File: src/rtl/sram_arbiter_pkg.sv
// Shared constants for the SRAM arbiter: default widths, word increment,
// sequencer state encodings and a small index-width helper.
package sram_arb_pkg;

    localparam int DEF_N_REQ  = 3;
    localparam int DEF_ADDR_W = 32;
    localparam int DEF_DATA_W = 32;
    localparam int DEF_LEN_W  = 4;

    // Byte distance between consecutive beats of a burst
    localparam int WORD_INC = 4;

    typedef logic [1:0] arb_state_t;

    localparam arb_state_t ST_IDLE  = 2'd0;
    localparam arb_state_t ST_BURST = 2'd1;
    localparam arb_state_t ST_DRAIN = 2'd2;

    // Width of a requester index, never less than one bit
    function automatic int idx_width(input int n);
        return (n > 1) ? $clog2(n) : 1;
    endfunction

endpackage

File: src/rtl/sram_arbiter_if.sv
// Requester-side and SRAM-side signal bundle of the SRAM arbiter.
// The arbiter uses the slave modport; the requesters/SRAM side uses master.
interface sram_arbiter_if
    import sram_arb_pkg::*;
#(
    parameter int N_REQ  = DEF_N_REQ,
    parameter int ADDR_W = DEF_ADDR_W,
    parameter int DATA_W = DEF_DATA_W,
    parameter int LEN_W  = DEF_LEN_W
) ();

    logic [N_REQ-1:0]        req_i;
    logic [N_REQ-1:0]        we_i;
    logic [N_REQ*ADDR_W-1:0] addr_i;
    logic [N_REQ*LEN_W-1:0]  len_i;
    logic [N_REQ*DATA_W-1:0] wdata_i;
    logic [N_REQ-1:0]        lock_i;
    logic [N_REQ-1:0]        gnt_o;
    logic [N_REQ-1:0]        beat_o;
    logic [N_REQ-1:0]        rvalid_o;
    logic [DATA_W-1:0]       rdata_o;
    logic [N_REQ-1:0]        done_o;
    logic                    sram_en_o;
    logic                    sram_we_o;
    logic [ADDR_W-1:0]       sram_addr_o;
    logic [DATA_W-1:0]       sram_wdata_o;
    logic [DATA_W-1:0]       sram_rdata_i;

    modport slave (
        input  req_i, we_i, addr_i, len_i, wdata_i, lock_i, sram_rdata_i,
        output gnt_o, beat_o, rvalid_o, rdata_o, done_o,
               sram_en_o, sram_we_o, sram_addr_o, sram_wdata_o
    );

    modport master (
        output req_i, we_i, addr_i, len_i, wdata_i, lock_i, sram_rdata_i,
        input  gnt_o, beat_o, rvalid_o, rdata_o, done_o,
               sram_en_o, sram_we_o, sram_addr_o, sram_wdata_o
    );

endinterface

File: src/rtl/sram_arbiter_rr_picker.sv
// Combinational round-robin selector: scans requests starting at the
// pointer, wrapping around, and returns the first one as one-hot + index.
module rr_picker #(
    parameter int N_REQ = 3,
    parameter int IDX_W = 2
) (
    input  logic [N_REQ-1:0] i_req,
    input  logic [IDX_W-1:0] i_ptr,
    output logic [N_REQ-1:0] o_gnt,
    output logic [IDX_W-1:0] o_idx,
    output logic             o_vld
);

    // First request at or after the pointer wins; later hits are masked
    always_comb begin
        o_gnt = {N_REQ{1'b0}};
        o_idx = {IDX_W{1'b0}};
        o_vld = 1'b0;
        for (int i = 0; i < N_REQ; i++) begin : g_scan
            int               w_pos;
            logic [IDX_W-1:0] w_k;
            logic             w_hit;
            w_pos      = (int'(i_ptr) + i) % N_REQ;
            w_k        = IDX_W'(w_pos);
            w_hit      = i_req[w_k] & ~o_vld;
            o_gnt[w_k] = o_gnt[w_k] | w_hit;
            o_idx      = w_hit ? w_k : o_idx;
            o_vld      = o_vld | w_hit;
        end
    end

endmodule

File: src/rtl/sram_arbiter.sv
// Round-robin arbiter and burst sequencer sharing one single-port SRAM
// between N_REQ masters (0 = DMA, 1 = SPI, 2 = I2C).
// Optional grant locking is compiled in with `define ARB_LOCK_EN.
// Outputs decode directly from state registers, so an asynchronous reset
// clears every output immediately.
module sram_arbiter
    import sram_arb_pkg::*;
#(
    parameter int N_REQ  = DEF_N_REQ,
    parameter int ADDR_W = DEF_ADDR_W,
    parameter int DATA_W = DEF_DATA_W,
    parameter int LEN_W  = DEF_LEN_W
) (
    input  logic          clk,
    input  logic          reset,
    sram_arbiter_if.slave bus_if
);

    localparam int IDX_W = idx_width(N_REQ);

    arb_state_t        r_state;
    logic [N_REQ-1:0]  r_gnt;
    logic [N_REQ-1:0]  r_rvalid;
    logic [N_REQ-1:0]  r_rd_done;
    logic [IDX_W-1:0]  r_gidx;
    logic [IDX_W-1:0]  r_ptr;
    logic [ADDR_W-1:0] r_base;
    logic [LEN_W-1:0]  r_len;
    logic [LEN_W-1:0]  r_beat;
    logic              r_we;

    logic [N_REQ-1:0]  w_pick_oh;
    logic [IDX_W-1:0]  w_pick_idx;
    logic              w_pick_vld;
    logic              w_burst;
    logic              w_last;
    logic              w_relock;
    logic [IDX_W-1:0]  w_sel_idx;
    logic [IDX_W-1:0]  w_ptr_nxt;
    logic [ADDR_W-1:0] w_req_addr;
    logic [LEN_W-1:0]  w_req_len;
    logic              w_req_we;

    rr_picker #(
        .N_REQ (N_REQ),
        .IDX_W (IDX_W)
    ) u_picker (
        .i_req (bus_if.req_i),
        .i_ptr (r_ptr),
        .o_gnt (w_pick_oh),
        .o_idx (w_pick_idx),
        .o_vld (w_pick_vld)
    );

    assign w_burst = (r_state == ST_BURST);
    assign w_last  = (r_beat == r_len);

    // In IDLE the candidate is the picker winner; in BURST it is the grantee
    assign w_sel_idx  = (r_state == ST_IDLE) ? w_pick_idx : r_gidx;
    assign w_req_addr = bus_if.addr_i[w_sel_idx*ADDR_W +: ADDR_W];
    assign w_req_len  = bus_if.len_i[w_sel_idx*LEN_W +: LEN_W];
    assign w_req_we   = bus_if.we_i[w_sel_idx];

    assign w_ptr_nxt = (r_gidx == IDX_W'(N_REQ - 1)) ? {IDX_W{1'b0}}
                     : r_gidx + {{(IDX_W-1){1'b0}}, 1'b1};

`ifdef ARB_LOCK_EN
    assign w_relock = bus_if.lock_i[r_gidx] & bus_if.req_i[r_gidx];
`else
    assign w_relock = 1'b0;
`endif

    // Sequencer: grant selection, burst context, beat counting, read pipeline
    always_ff @(posedge clk or negedge reset) begin
        if (!reset) begin
            r_state   <= ST_IDLE;
            r_gnt     <= {N_REQ{1'b0}};
            r_rvalid  <= {N_REQ{1'b0}};
            r_rd_done <= {N_REQ{1'b0}};
            r_gidx    <= {IDX_W{1'b0}};
            r_ptr     <= {IDX_W{1'b0}};
            r_base    <= {ADDR_W{1'b0}};
            r_len     <= {LEN_W{1'b0}};
            r_beat    <= {LEN_W{1'b0}};
            r_we      <= 1'b0;
        end else begin
            // Read data returns one cycle after each read beat
            r_rvalid  <= (w_burst && !r_we) ? r_gnt : {N_REQ{1'b0}};
            r_rd_done <= (w_burst && !r_we && w_last) ? r_gnt : {N_REQ{1'b0}};
            case (r_state)
                ST_IDLE: begin
                    if (w_pick_vld) begin
                        r_state <= ST_BURST;
                        r_gnt   <= w_pick_oh;
                        r_gidx  <= w_pick_idx;
                        r_base  <= w_req_addr;
                        r_len   <= w_req_len;
                        r_we    <= w_req_we;
                        r_beat  <= {LEN_W{1'b0}};
                    end else begin
                        r_state <= ST_IDLE;
                    end
                end
                ST_BURST: begin
                    if (!w_last) begin
                        r_beat <= r_beat + {{(LEN_W-1){1'b0}}, 1'b1};
                    end else if (w_relock) begin
                        // Locked grantee restarts with fresh context, no gap
                        r_base <= w_req_addr;
                        r_len  <= w_req_len;
                        r_we   <= w_req_we;
                        r_beat <= {LEN_W{1'b0}};
                    end else if (r_we) begin
                        r_state <= ST_IDLE;
                        r_gnt   <= {N_REQ{1'b0}};
                        r_ptr   <= w_ptr_nxt;
                    end else begin
                        r_state <= ST_DRAIN;
                    end
                end
                ST_DRAIN: begin
                    r_state <= ST_IDLE;
                    r_gnt   <= {N_REQ{1'b0}};
                    r_ptr   <= w_ptr_nxt;
                end
                default: begin
                    r_state <= ST_IDLE;
                    r_gnt   <= {N_REQ{1'b0}};
                end
            endcase
        end
    end

    assign bus_if.gnt_o        = r_gnt;
    assign bus_if.beat_o       = w_burst ? r_gnt : {N_REQ{1'b0}};
    assign bus_if.done_o       = ((w_burst && r_we && w_last) ? r_gnt : {N_REQ{1'b0}})
                               | r_rd_done;
    assign bus_if.rvalid_o     = r_rvalid;
    assign bus_if.rdata_o      = (|r_rvalid) ? bus_if.sram_rdata_i : {DATA_W{1'b0}};
    assign bus_if.sram_en_o    = w_burst;
    assign bus_if.sram_we_o    = w_burst & r_we;
    assign bus_if.sram_addr_o  = w_burst ? r_base + ADDR_W'(r_beat) * ADDR_W'(WORD_INC)
                               : {ADDR_W{1'b0}};
    assign bus_if.sram_wdata_o = (w_burst && r_we) ? bus_if.wdata_i[r_gidx*DATA_W +: DATA_W]
                               : {DATA_W{1'b0}};

endmodule
File: src/flat_wrapper.sv
// flat-port wrapper written by rule: the top's interface ports become plain ports
module sram_arbiter_flat import sram_arb_pkg::*;
#(
    parameter int N_REQ  = DEF_N_REQ,
    parameter int ADDR_W = DEF_ADDR_W,
    parameter int DATA_W = DEF_DATA_W,
    parameter int LEN_W  = DEF_LEN_W
)
  (clk, reset, bus_if_req_i, bus_if_we_i, bus_if_addr_i, bus_if_len_i, bus_if_wdata_i, bus_if_lock_i, bus_if_sram_rdata_i, bus_if_gnt_o, bus_if_beat_o, bus_if_rvalid_o, bus_if_rdata_o, bus_if_done_o, bus_if_sram_en_o, bus_if_sram_we_o, bus_if_sram_addr_o, bus_if_sram_wdata_o);
  sram_arbiter_if #(.N_REQ(N_REQ), .ADDR_W(ADDR_W), .DATA_W(DATA_W), .LEN_W(LEN_W)) bus_if_i ();
  input  logic clk;
  input  logic reset;
  input wire logic [$bits(bus_if_i.req_i)-1:0] bus_if_req_i;
  input wire logic [$bits(bus_if_i.we_i)-1:0] bus_if_we_i;
  input wire logic [$bits(bus_if_i.addr_i)-1:0] bus_if_addr_i;
  input wire logic [$bits(bus_if_i.len_i)-1:0] bus_if_len_i;
  input wire logic [$bits(bus_if_i.wdata_i)-1:0] bus_if_wdata_i;
  input wire logic [$bits(bus_if_i.lock_i)-1:0] bus_if_lock_i;
  input wire logic [$bits(bus_if_i.sram_rdata_i)-1:0] bus_if_sram_rdata_i;
  output wire logic [$bits(bus_if_i.gnt_o)-1:0] bus_if_gnt_o;
  output wire logic [$bits(bus_if_i.beat_o)-1:0] bus_if_beat_o;
  output wire logic [$bits(bus_if_i.rvalid_o)-1:0] bus_if_rvalid_o;
  output wire logic [$bits(bus_if_i.rdata_o)-1:0] bus_if_rdata_o;
  output wire logic [$bits(bus_if_i.done_o)-1:0] bus_if_done_o;
  output wire logic [$bits(bus_if_i.sram_en_o)-1:0] bus_if_sram_en_o;
  output wire logic [$bits(bus_if_i.sram_we_o)-1:0] bus_if_sram_we_o;
  output wire logic [$bits(bus_if_i.sram_addr_o)-1:0] bus_if_sram_addr_o;
  output wire logic [$bits(bus_if_i.sram_wdata_o)-1:0] bus_if_sram_wdata_o;
  assign bus_if_i.req_i = bus_if_req_i;
  assign bus_if_i.we_i = bus_if_we_i;
  assign bus_if_i.addr_i = bus_if_addr_i;
  assign bus_if_i.len_i = bus_if_len_i;
  assign bus_if_i.wdata_i = bus_if_wdata_i;
  assign bus_if_i.lock_i = bus_if_lock_i;
  assign bus_if_i.sram_rdata_i = bus_if_sram_rdata_i;
  assign bus_if_gnt_o = bus_if_i.gnt_o;
  assign bus_if_beat_o = bus_if_i.beat_o;
  assign bus_if_rvalid_o = bus_if_i.rvalid_o;
  assign bus_if_rdata_o = bus_if_i.rdata_o;
  assign bus_if_done_o = bus_if_i.done_o;
  assign bus_if_sram_en_o = bus_if_i.sram_en_o;
  assign bus_if_sram_we_o = bus_if_i.sram_we_o;
  assign bus_if_sram_addr_o = bus_if_i.sram_addr_o;
  assign bus_if_sram_wdata_o = bus_if_i.sram_wdata_o;
  sram_arbiter #(.N_REQ(N_REQ), .ADDR_W(ADDR_W), .DATA_W(DATA_W), .LEN_W(LEN_W)) u_core (.clk(clk), .reset(reset), .bus_if(bus_if_i));
endmodule
File: config.mk
export PLATFORM = sky130hd
export DESIGN_NAME = sram_arbiter_flat
export DESIGN_NICKNAME = d
export VERILOG_FILES = /design/src/rtl/sram_arbiter_pkg.sv /design/src/rtl/sram_arbiter_if.sv /design/src/rtl/sram_arbiter_rr_picker.sv /design/src/rtl/sram_arbiter.sv /design/src/flat_wrapper.sv
export SDC_FILE = /design/constraint.sdc
export NUM_CORES = 1
export LEC_CHECK = 0
export ABC_AREA = 1
export BUFFER_PORTS_ARGS = -buffer_cell sky130_fd_sc_hd__buf_2
export CAP_MARGIN = 20
export CORE_MARGIN = 1.5
export CORE_UTILIZATION = 30
export DETAILED_ROUTE_END_ITERATION = 7
export PLACE_DENSITY = 0.62
export SYNTH_ARGS = -nofsm -noshare
export SYNTH_HDL_FRONTEND = slang
export SYNTH_SLANG_ARGS = --single-unit
File: constraint.sdc
create_clock -name clk -period 7.63 [get_ports clk]
set_input_delay 1.1445 -clock clk [delete_from_list [all_inputs] [get_ports clk]]
set_output_delay 1.1445 -clock clk [all_outputs]
set_load 0.02 [all_outputs]
==> results of run 1 <==
==> registers in the layout, indices dropped and copies added, names as in the netlist <==
register                cells
u_core.r_base              32
u_core.r_beat               4
u_core.r_len                4
u_core.bus_if.gnt_o         3
u_core.bus_if.rvalid_o      3
u_core.r_rd_done            3
u_core.r_gidx               2
u_core.r_ptr                2
u_core.r_state              2
u_core.r_we                 1
==> kinds of logic after synthesis <==
| kind of cell | Yosys count | share of synthesized area, % |
|---|---|---|
| AND/OR/NAND/NOR | 691 | 49.4 |
| buffers and inverters | 253 | 17.7 |
| flip-flops | 56 | 23.3 |
| AO/OA/AOI/OAI | 50 | 4.93 |
| XOR/XNOR | 16 | 2.33 |
| adder cells (fa/ha/maj) | 11 | 2.41 |
==> per-stage QoR <==
stage,utilization (%),power [W]
floorplan,-,0.00265
global placement,40.2,0.00327
detailed placement,40.2,0.00328
CTS,41.0,0.00354
global route,41.2,0.00394
finish,41.2,0.00353
==> routing by layer <==
layer / track usage (%) / vias up / share of wire, %
li1: - / 3955 / -
met1: 27.0 / 3403 / 44
met2: 36.8 / 312 / 49
met3: 1.89 / 15 / 6.2
met4: 4.78 / 0 / 1.1
met5: 0 / - / 0
==> where the power goes <==
group	internal [W]	switching, W
registers	0.000433	0.000153
clock network	0.000125	0.000116
logic	0.000820	0.00188
==> final cells by class <==
cell class	count	area (um2)
Fill cell	2232	11500
Antenna cell	4	10.0
Clock buffer	5	125
Timing Repair Buffer	364	1870
Inverter	199	747
Sequential cell	56	1400
Multi-Input combinational cell	768	3560
Clock inverter	3	27.5
Tap cell	265	332
==> worst max-delay path: cells and delay by family, from the launching register on <==
family        cells  cell delay (ns)
fa+ha+maj         2             0.57
flops             1             0.48
xor+xnor          1             0.15
buf+inv           3             0.35
simple gates     10             1.32
==> worst paths after layout <==
kind,from,end,slack (ns)
worst max-delay path,u_core.r_beat[0],bus_if_sram_addr_o[30],3.32
max in group asynchronous,reset,u_core.r_rd_done[0],6.15
min in group asynchronous,reset,u_core.r_base[24],0.98
worst max register to register,u_core.r_ptr[0],u_core.r_base[9],3.85
worst min-delay path,u_core.r_base[1],u_core.r_base[1],0.49
worst min register to register,u_core.r_base[1],u_core.r_base[1],0.49
==> cell usage in the layout, fill, tap and decap left out, types with 9 or more instances in the layout <==
| cell | count |
|---|---|
| buf_2 | 353 |
| xor2_1 | 15 |
| inv_1 | 190 |
| buf_4 | 9 |
| nand3_1 | 198 |
| nand4_1 | 9 |
| ha_1 | 10 |
| a21oi_1 | 15 |
| nor2_1 | 89 |
| nor3_1 | 13 |
| nand2_1 | 361 |
| o21ai_0 | 18 |
| dfrtp_1 | 56 |
==> summary.md, run 1 <==
| Metric | Value |
|---|---|
| Outcome | finished, final reports clean |
| Worst hold stages | 2 |
| Most frequent cell after synthesis | nand2_1 |
| Ranking of synthesized cells by area | dfrtp_1 23%, nand2_1 23%, nand3_1 16% |
| First-pass DRT Iterations | 5 |
| YS warnings | 0 |
| RSZ-0062 raised after global routing | false |
| Number of global-route vias before repair | 6718 |
| Worst rel slew slack | 44.8% |
| Input/output buffers | 353 |
| Fin Clk Skew | 0.00469 ns |
| Biggest cell delay along the critical path | 0.48 ns |
| Final Wtd Congestion | 0.929 |
| Worst vdd ir | 0.217 mV |
| H-tree Lvls | 2 |
| Layout cell share with drive strength beyond 1 | 28.5% |
| Synth Flop Type | dfrtp_1 |
| # rows | 51 |
| Via count | 7685 |
| Unique masters post-synth | 37 |
| DR WL/cell | 13.5 um |
| Clock sinks | 56 |
| Mean Syn Cell Area | 5.58 um2 |
| Lkg Pwr | 5.25 nW |
| Most used cell, CP | nand2_1 |
| Setup-failing EPs final | 0 |
| Initial antenna violation count | 5 |
| Hold-fix buffers at CTS | 0 |
| Cell Pwr Density | 437 nW/um2 |
| Die height | 145 um |
| # resized after CTS | 0 |
| Chip width | 145 um |
| Critical path class | flip-flop to output pin |
| Max Root-Sink Buffers | 2 |
| CP Launch Type | flip-flop |
| Sequential area share after synthesis | 23.3% |
| Post-synth ARST share | 100% |
| Max-cap check violation count | 0 |
| Worst Tran Pin Value | 0.828 ns |
| CP Max Fanout | 6 |
| Initial core utilization | 30.7% |
| Post-synth net total | 1335 |
| CTS tree | built |
| Most area-hungry cell type in the Yosys netlist | dfrtp_1 |
| First-pass GRT wire length | 33900 um |
| Mapped Area | 6010 um2 |
| EDFF count, synth | 0 |
| Maximum clock frequency | 232 MHz |
| Flops & latches, synth | 56 |
| CTS Root Cell | clkbuf_16 |
| CP Capture Type | output pin |
| Die area | 20900 um2 |
| Synth-to-layout area growth | 34.2% |
| DP HPWL | 17500 um |
| Worst-Skew Late Latency | 0.30 ns |
| Largest net degree at the start of global routing | 66 |
| Critical path's slowest cell | dfrtp_1 |
| Depth of the most critical reg-to-reg path | 17 |
| WHS | 0.490 ns |
| Pins Over Slew Limit | 0 |
| Via density per instance | 4.62 |
| TNS Setup | 0 ns |
| CP Cell Sequence | ha_1, inv_1, fa_1, inv_1, nand3_1, nand2_1, nand2_1, nor2_2, nand2_1, nor2_1, nand2_1, nor2_1, nand2_1, xor2_1, nor2_1, buf_2 |
| Worst slack at placement | 3.46 ns |
| Clk slew on worst S/H paths | 0.08 ns |
| Fin. Hold Viols | 0 |
| Commonest cells in the netlist | 361 x nand2_1, 198 x nand3_1, 190 x inv_1 |
| DRC | 0 |
| Buffers inserted by post-CTS timing repair | 0 |
| TritonCTS Buffers | 5 |
| Core area | 19600 um2 |
| Final worst slack | 3.32 ns |
| Placed cell area | 7880 um2 |
| Post-Syn Instances | 1077 |
| CP Data Arrival Time | 3.17 ns |
| Gr ovfl total | 0 |
| Worst min path class | flip-flop to flip-flop |
| DRT antenna net count | 0 |
| Drt total wl | 22500 um |
| # IOs | 357 |
| Cell area after layout | 8070 um2 |
| Tcrit/Tclk final | 56.5% |
| Critical path required time | 6.49 ns |
| Post-synth top area share | 23.3% |
| Initial DRC count | 382 |
| Final min period | 4.31 ns |
| Placed cells | 1650 |
| Overall Global Routing Usage | 20.7% |
| Layout Cells excl Fill | 1664 |
| Final Net Count | 1652 |
Note: power is estimated with default switching activity, not from simulation.
==> run 2: changes to the inputs <==
==> constraint.sdc (replaced) <==
create_clock -name clk -period 4.3 [get_ports clk]
set_input_delay 0.645 -clock clk [delete_from_list [all_inputs] [get_ports clk]]
set_output_delay 0.645 -clock clk [all_outputs]
set_load 0.02 [all_outputs]
==> run 2 against run 1 <==
Register-to-register slack lost 2.5 ns. Critical endpoint unchanged. Highest routed layer unchanged. Non-clock buffer count grew 1. Clock skew grew 0.0038 ns.
==> summary.md, run 2 (synthesis results as in run 1) <==
| Metric | Value |
|---|---|
| Outcome | finished, final reports clean |
| Die height | 145 um |
| H-tree Lvls | 2 |
| Pwr Total | 0.00628 W |
| Cell Pwr Density | 780 nW/um2 |
| Input/output buffers | 353 |
| Critical path required time | 3.65 ns |
| Max Root-Sink Buffers | 2 |
| Drt total wl | 22500 um |
| CTS Root Cell | clkbuf_16 |
| Pins Over Slew Limit | 0 |
| Initial core utilization | 30.7% |
| DRT antenna net count | 0 |
| Maximum clock frequency | 265 MHz |
| Overall Global Routing Usage | 20.4% |
| Initial DRC count | 448 |
| Number of global-route vias before repair | 6632 |
| Die area | 20900 um2 |
| Initial antenna violation count | 4 |
| Clock sinks | 56 |
| Hold-fix buffers at CTS | 0 |
| DR WL/cell | 13.5 um |
| Commonest non-fill, non-tap cells in the layout | 361 x nand2_1, 353 x buf_2, 198 x nand3_1 |
| Final min period | 3.77 ns |
| Worst path bufs/invs | 3 |
| Worst rel slew slack | 33.4% |
| TNS Setup | 0 ns |
| Chip width | 145 um |
| Critical path's slowest cell | dfrtp_1 |
| CP Launch Type | flip-flop |
| Layout cell share with drive strength beyond 1 | 28.6% |
| # rows | 51 |
| Via density per instance | 4.58 |
| Layout Cells excl Fill | 1664 |
| CP Capture Type | output pin |
| Biggest cell delay along the critical path | 0.46 ns |
| # IOs | 357 |
| # fillers | 2205 |
| Final Net Count | 1653 |
| Fin Clk Skew | 0.00854 ns |
| Setup-failing EPs final | 0 |
| DRC | 0 |
| RSZ-0062 raised after global routing | false |
| Worst vdd ir | 0.599 mV |
| # resized after CTS | 0 |
| DP HPWL | 17900 um |
| First-pass GRT wire length | 33400 um |
| Largest Register | u_core.r_base |
| Commonest non-fill, non-tap cell in the layout | nand2_1 |
| CP Cell Sequence | ha_1, inv_1, fa_1, inv_1, nand3_1, nand2_1, nand2_1, nor2_2, nand2_1, nor2_1, nand2_1, nor2_1, nand2_1, xor2_1, nor2_1, buf_2 |
| Max reg flops | 32 |
| Clk slew on worst S/H paths | 0.08 ns |
| Top delay family on crit path | simple AND/OR/NAND/NOR gates |
| CP Max Fanout | 6 |
| Synth-to-layout area growth | 33.9% |
| Most used cell, CP | nand2_1 |
| Buffers inserted by post-CTS timing repair | 0 |
| Critical path class | flip-flop to output pin |
| Biggest regs | u_core.r_base x32, u_core.r_beat x4, u_core.r_len x4 |
| CP Data Arrival Time | 3.13 ns |
| Worst min path class | input port to asynchronous set/reset pin |
| First-pass DRT Iterations | 5 |
| Lkg Pwr | 5.25 nW |
| Core area | 19600 um2 |
| Placed cells | 1653 |
| Worst Tran Pin Value | 0.993 ns |
| Final Wtd Congestion | 0.910 |
| TritonCTS Buffers | 5 |
| CTS tree | built |
| Fin. Hold Viols | 0 |
| Via count | 7621 |
| Max-cap check violation count | 0 |
| Worst-Skew Late Latency | 0.30 ns |
| Gr ovfl total | 0 |
| Tcrit/Tclk final | 87.7% |
| Largest net degree at the start of global routing | 44 |
[run 2: stage by stage]
stage	setup WS [ns]	area (um2)	hold WS [ns]	util [%]
floorplan	1.25	6010	0.349	-
global placement	0.945	7900	0.471	40.3
detailed placement	0.887	7900	0.476	40.3
CTS	0.552	8050	0.378	41.1
global route	0.261	8060	0.406	41.1
finish	0.527	8060	0.356	41.1
[run 2: worst register-to-register path: stages (launching register included)]
cell     delay [ns]
dfrtp_1        0.38
inv_1          0.07
ha_1           0.43
inv_2          0.15
nand2_1        0.06
nand3_1        0.06
nand2_1        0.08
nand3_2        0.08
nand2_1        0.08
inv_2          0.06
nand3_2        0.07
nand2_2        0.44
buf_4          0.51
nand2_1        0.09
nand3_1        0.08
nand2_1        0.08
nand2_1        0.07
nand2_1        0.05
[run 2: layer usage]
metal,track usage [%],share of wire [%],vias up
met4,5.26,2.0,0
met3,1.69,5.8,27
met5,0,0,-
met1,27.4,45,3351
li1,-,-,3947
met2,35.0,47,296
[run 2: path summary, 6_finish.rpt]
check	startpoint	end	slack (ns)	cells past startpoint
max in group asynchronous	reset	u_core.bus_if.rvalid_o[2]	3.11	2
min reg2reg	u_core.r_base[4]	u_core.r_base[4]	0.50	2
min	reset	u_core.r_len[1]	0.36	1
max	u_core.r_beat[0]	bus_if_sram_addr_o[30]	0.53	16
max reg2reg	u_core.r_ptr[0]	u_core.r_base[23]	1.36	17
min in group clk	u_core.r_base[4]	u_core.r_base[4]	0.50	2
[run 2: area by class of cell]
| class | count | area [um2] | share of cell area (%) |
|---|---|---|---|
| multi-input combinational | 768 | 3560 | 44.2 |
| timing repair buffer | 365 | 1860 | 23.1 |
| sequential | 56 | 1400 | 17.4 |
| inverter | 199 | 747 | 9.27 |
| tap | 265 | 332 | 4.12 |
| clock buffer | 5 | 125 | 1.55 |
| clock inverter | 3 | 25.0 | 0.311 |
| antenna | 3 | 7.51 | 0.0932 |
[run 2: power breakdown]
group	switching, W	internal [W]
logic	0.00338	0.00145
clock network	0.000205	0.000221
registers	0.000260	0.000769
==> run 3: changes to the inputs <==
--- a/config.mk
+++ b/config.mk
@@ -8,10 +8,11 @@
 export ABC_AREA = 1
 export BUFFER_PORTS_ARGS = -buffer_cell sky130_fd_sc_hd__buf_2
 export CAP_MARGIN = 20
-export CORE_MARGIN = 1.5
-export CORE_UTILIZATION = 30
+export CORE_AREA = 2 2 138 140
 export DETAILED_ROUTE_END_ITERATION = 7
-export PLACE_DENSITY = 0.62
+export DIE_AREA = 0 0 140 142
+export HOLD_SLACK_MARGIN = 0.1
+export PLACE_DENSITY = 0.66
 export SYNTH_ARGS = -nofsm -noshare
 export SYNTH_HDL_FRONTEND = slang
 export SYNTH_SLANG_ARGS = --single-unit
==> run 3 against run 2 <==
Routed wire length fell by 3.1%. Largest power group unchanged. Via count rose by 0.60%. Sequential cell count did not move. Count of clock-buffer cells in the layout did not move. Sequential share of layout area barely moved. First-iteration DRC count rose by 4.9%. Global-route usage rose by 0.29 points. The flow now finishes with violations (DRC). Combinational power barely moved. Non-clock buffer count rose by 1.
==> summary.md, run 3 (synthesis results as in run 1) <==
| Metric | Value |
|---|---|
| Failing checks | DRC |
| Initial antenna violation count | 3 |
| Cell area after layout | 8050 um2 |
| Initial DRC count | 470 |
| Final worst slack | 0.570 ns |
| Critical path class | flip-flop to output pin |
| CP Data Arrival Time | 3.08 ns |
| Initial core utilization | 32.6% |
| Critical path required time | 3.65 ns |
| Commonest non-fill, non-tap cells in the layout | 361 x nand2_1, 353 x buf_2, 198 x nand3_1 |
| Clk slew on worst S/H paths | 0.08 ns |
| Worst R2R End | u_core.r_base[17] |
| First-pass GRT wire length | 33700 um |
| CP Max Fanout | 6 |
| Setup-failing EPs final | 0 |
| Largest net degree at the start of global routing | 44 |
| Overall Global Routing Usage | 20.7% |
| H-tree Lvls | 2 |
| Switching power | 0.00381 W |
| Via count | 7667 |
| Layout Cells excl Fill | 1634 |
| # rows | 50 |
| CP Launch Type | flip-flop |
| Worst-Skew Late Latency | 0.30 ns |
| Crit path to | bus_if_sram_addr_o[30] |
| Sequential share of power | 16.5% |
| Layout cell share with drive strength beyond 1 | 28.6% |
| Input/output buffers | 353 |
| CTS Root Cell | clkbuf_16 |
| Die height | 142 um |
| Fin. Hold Viols | 0 |
| Worst Tran Pin Value | 0.749 ns |
| DRC | 19 |
| TritonCTS Buffers | 5 |
| R2R Setup Slk | 1.51 ns |
| Via density per instance | 4.69 |
| Crit path from | u_core.r_beat[0] |
| CP Capture Type | output pin |
| DRT antenna net count | 0 |
| R2r startpoint | u_core.r_ptr[0] |
| Pwr Total | 0.00629 W |
| Fin Clk Skew | 0.00581 ns |
| DP HPWL | 17300 um |
| # IOs | 357 |
| Placed cells | 1622 |
| DR WL/cell | 13.3 um |
| Worst vdd ir | 0.502 mV |
| Largest Register | u_core.r_base |
| Max reg flops | 32 |
| Maximum clock frequency | 268 MHz |
| Die area | 19900 um2 |
| # resized after CTS | 0 |
| Sw frac | 60.6% |
| CTS tree | built |
| Commonest non-fill, non-tap cell in the layout | nand2_1 |
| RSZ-0062 raised after global routing | false |
| Core area | 18500 um2 |
| First-pass DRT Iterations | 8 |
| Final Wtd Congestion | 0.915 |
| Biggest regs | u_core.r_base x32, u_core.r_beat x4, u_core.r_len x4 |
| Placed cell area | 7870 um2 |
| Max Root-Sink Buffers | 2 |
| Max-cap check violation count | 0 |
| Drt total wl | 21800 um |
| Gr ovfl total | 0 |
| Hold-fix buffers at CTS | 0 |
| Clock sinks | 56 |
| Outcome | complete, but fails checks |
| Lkg Pwr | 5.26 nW |
| Worst slack at placement | 0.916 ns |
| Worst rel slew slack | 50.0% |
| Number of global-route vias before repair | 6836 |
| Combinational share of power | 76.7% |
| Chip width | 140 um |
| Worst min path class | input port to asynchronous set/reset pin |
| Depth of the most critical reg-to-reg path | 17 |
| Clock Power Share | 6.8% |
| Final min period | 3.73 ns |
| TNS Setup | 0 ns |
| Final Net Count | 1654 |
| Synth-to-layout area growth | 33.8% |
| Pins Over Slew Limit | 0 |
| Int Power | 0.00248 W |
| Cell Pwr Density | 782 nW/um2 |
| Tcrit/Tclk final | 86.7% |
| Buffers inserted by post-CTS timing repair | 0 |
run 3: per-stage QoR:
stage / utilization (%) / hold slack, ns
floorplan: - / 0.349
global placement: 42.7 / 0.474
detailed placement: 42.7 / 0.478
CTS: 43.5 / 0.378
global route: 43.6 / 0.401
finish: 43.6 / 0.350
run 3: final cells by class:
cell class | instances | area [um2]
Tap cell | 234 | 293
Clock inverter | 3 | 25.0
Clock buffer | 5 | 125
Inverter | 199 | 747
Timing Repair Buffer | 366 | 1890
Sequential cell | 56 | 1400
Antenna cell | 3 | 7.51
Fill cell | 2005 | 10400
Multi-Input combinational cell | 768 | 3560
run 3: per-layer routing:
metal | GRT usage [%] | vias to the layer above | share of wire, %
met5 | 0 | - | 0
met4 | 6.06 | 0 | 2.0
met2 | 35.2 | 310 | 47
met3 | 2.83 | 24 | 7.2
li1 | - | 3949 | -
met1 | 27.5 | 3384 | 44
run 3: worst min-delay path by stage:
| stage | startpoint | endpoint | slack [ns] | cells past startpoint |
|---|---|---|---|---|
| after CTS | reset | u_core.r_len[0] | 0.38 | 1 |
| after global routing | reset | u_core.r_len[0] | 0.40 | 1 |
| after global placement | u_core.r_base[2] | u_core.r_base[2] | 0.47 | 2 |
| after detailed placement | u_core.r_base[2] | u_core.r_base[2] | 0.48 | 2 |
| final | reset | u_core.r_len[1] | 0.35 | 1 |
| after floorplan | reset | u_core.bus_if.gnt_o[0] | 0.35 | 0 |
run 3: power groups by stage:
| stage | logic (W) | registers, W | clock network [W] |
|---|---|---|---|
| 2_1_floorplan | 0.00375 | 0.000955 | 0 |
| 3_3_place_gp | 0.00479 | 0.00103 | 0 |
| 3_5_place_dp | 0.00482 | 0.00104 | 0 |
| 4_1_cts | 0.00484 | 0.00103 | 0.000439 |
| 5_1_grt | 0.00544 | 0.00107 | 0.000458 |
| 6_report | 0.00482 | 0.00104 | 0.000430 |
run 3: critical path: stages (launching register included):
cell	delay, ns
dfrtp_1	0.46
ha_1	0.20
inv_1	0.05
fa_1	0.35
inv_1	0.11
nand3_1	0.08
nand2_1	0.09
nand2_1	0.08
nor2_2	0.19
nand2_1	0.10
nor2_1	0.23
nand2_1	0.16
nor2_1	0.20
nand2_1	0.09
xor2_1	0.14
nor2_1	0.07
buf_2	0.19
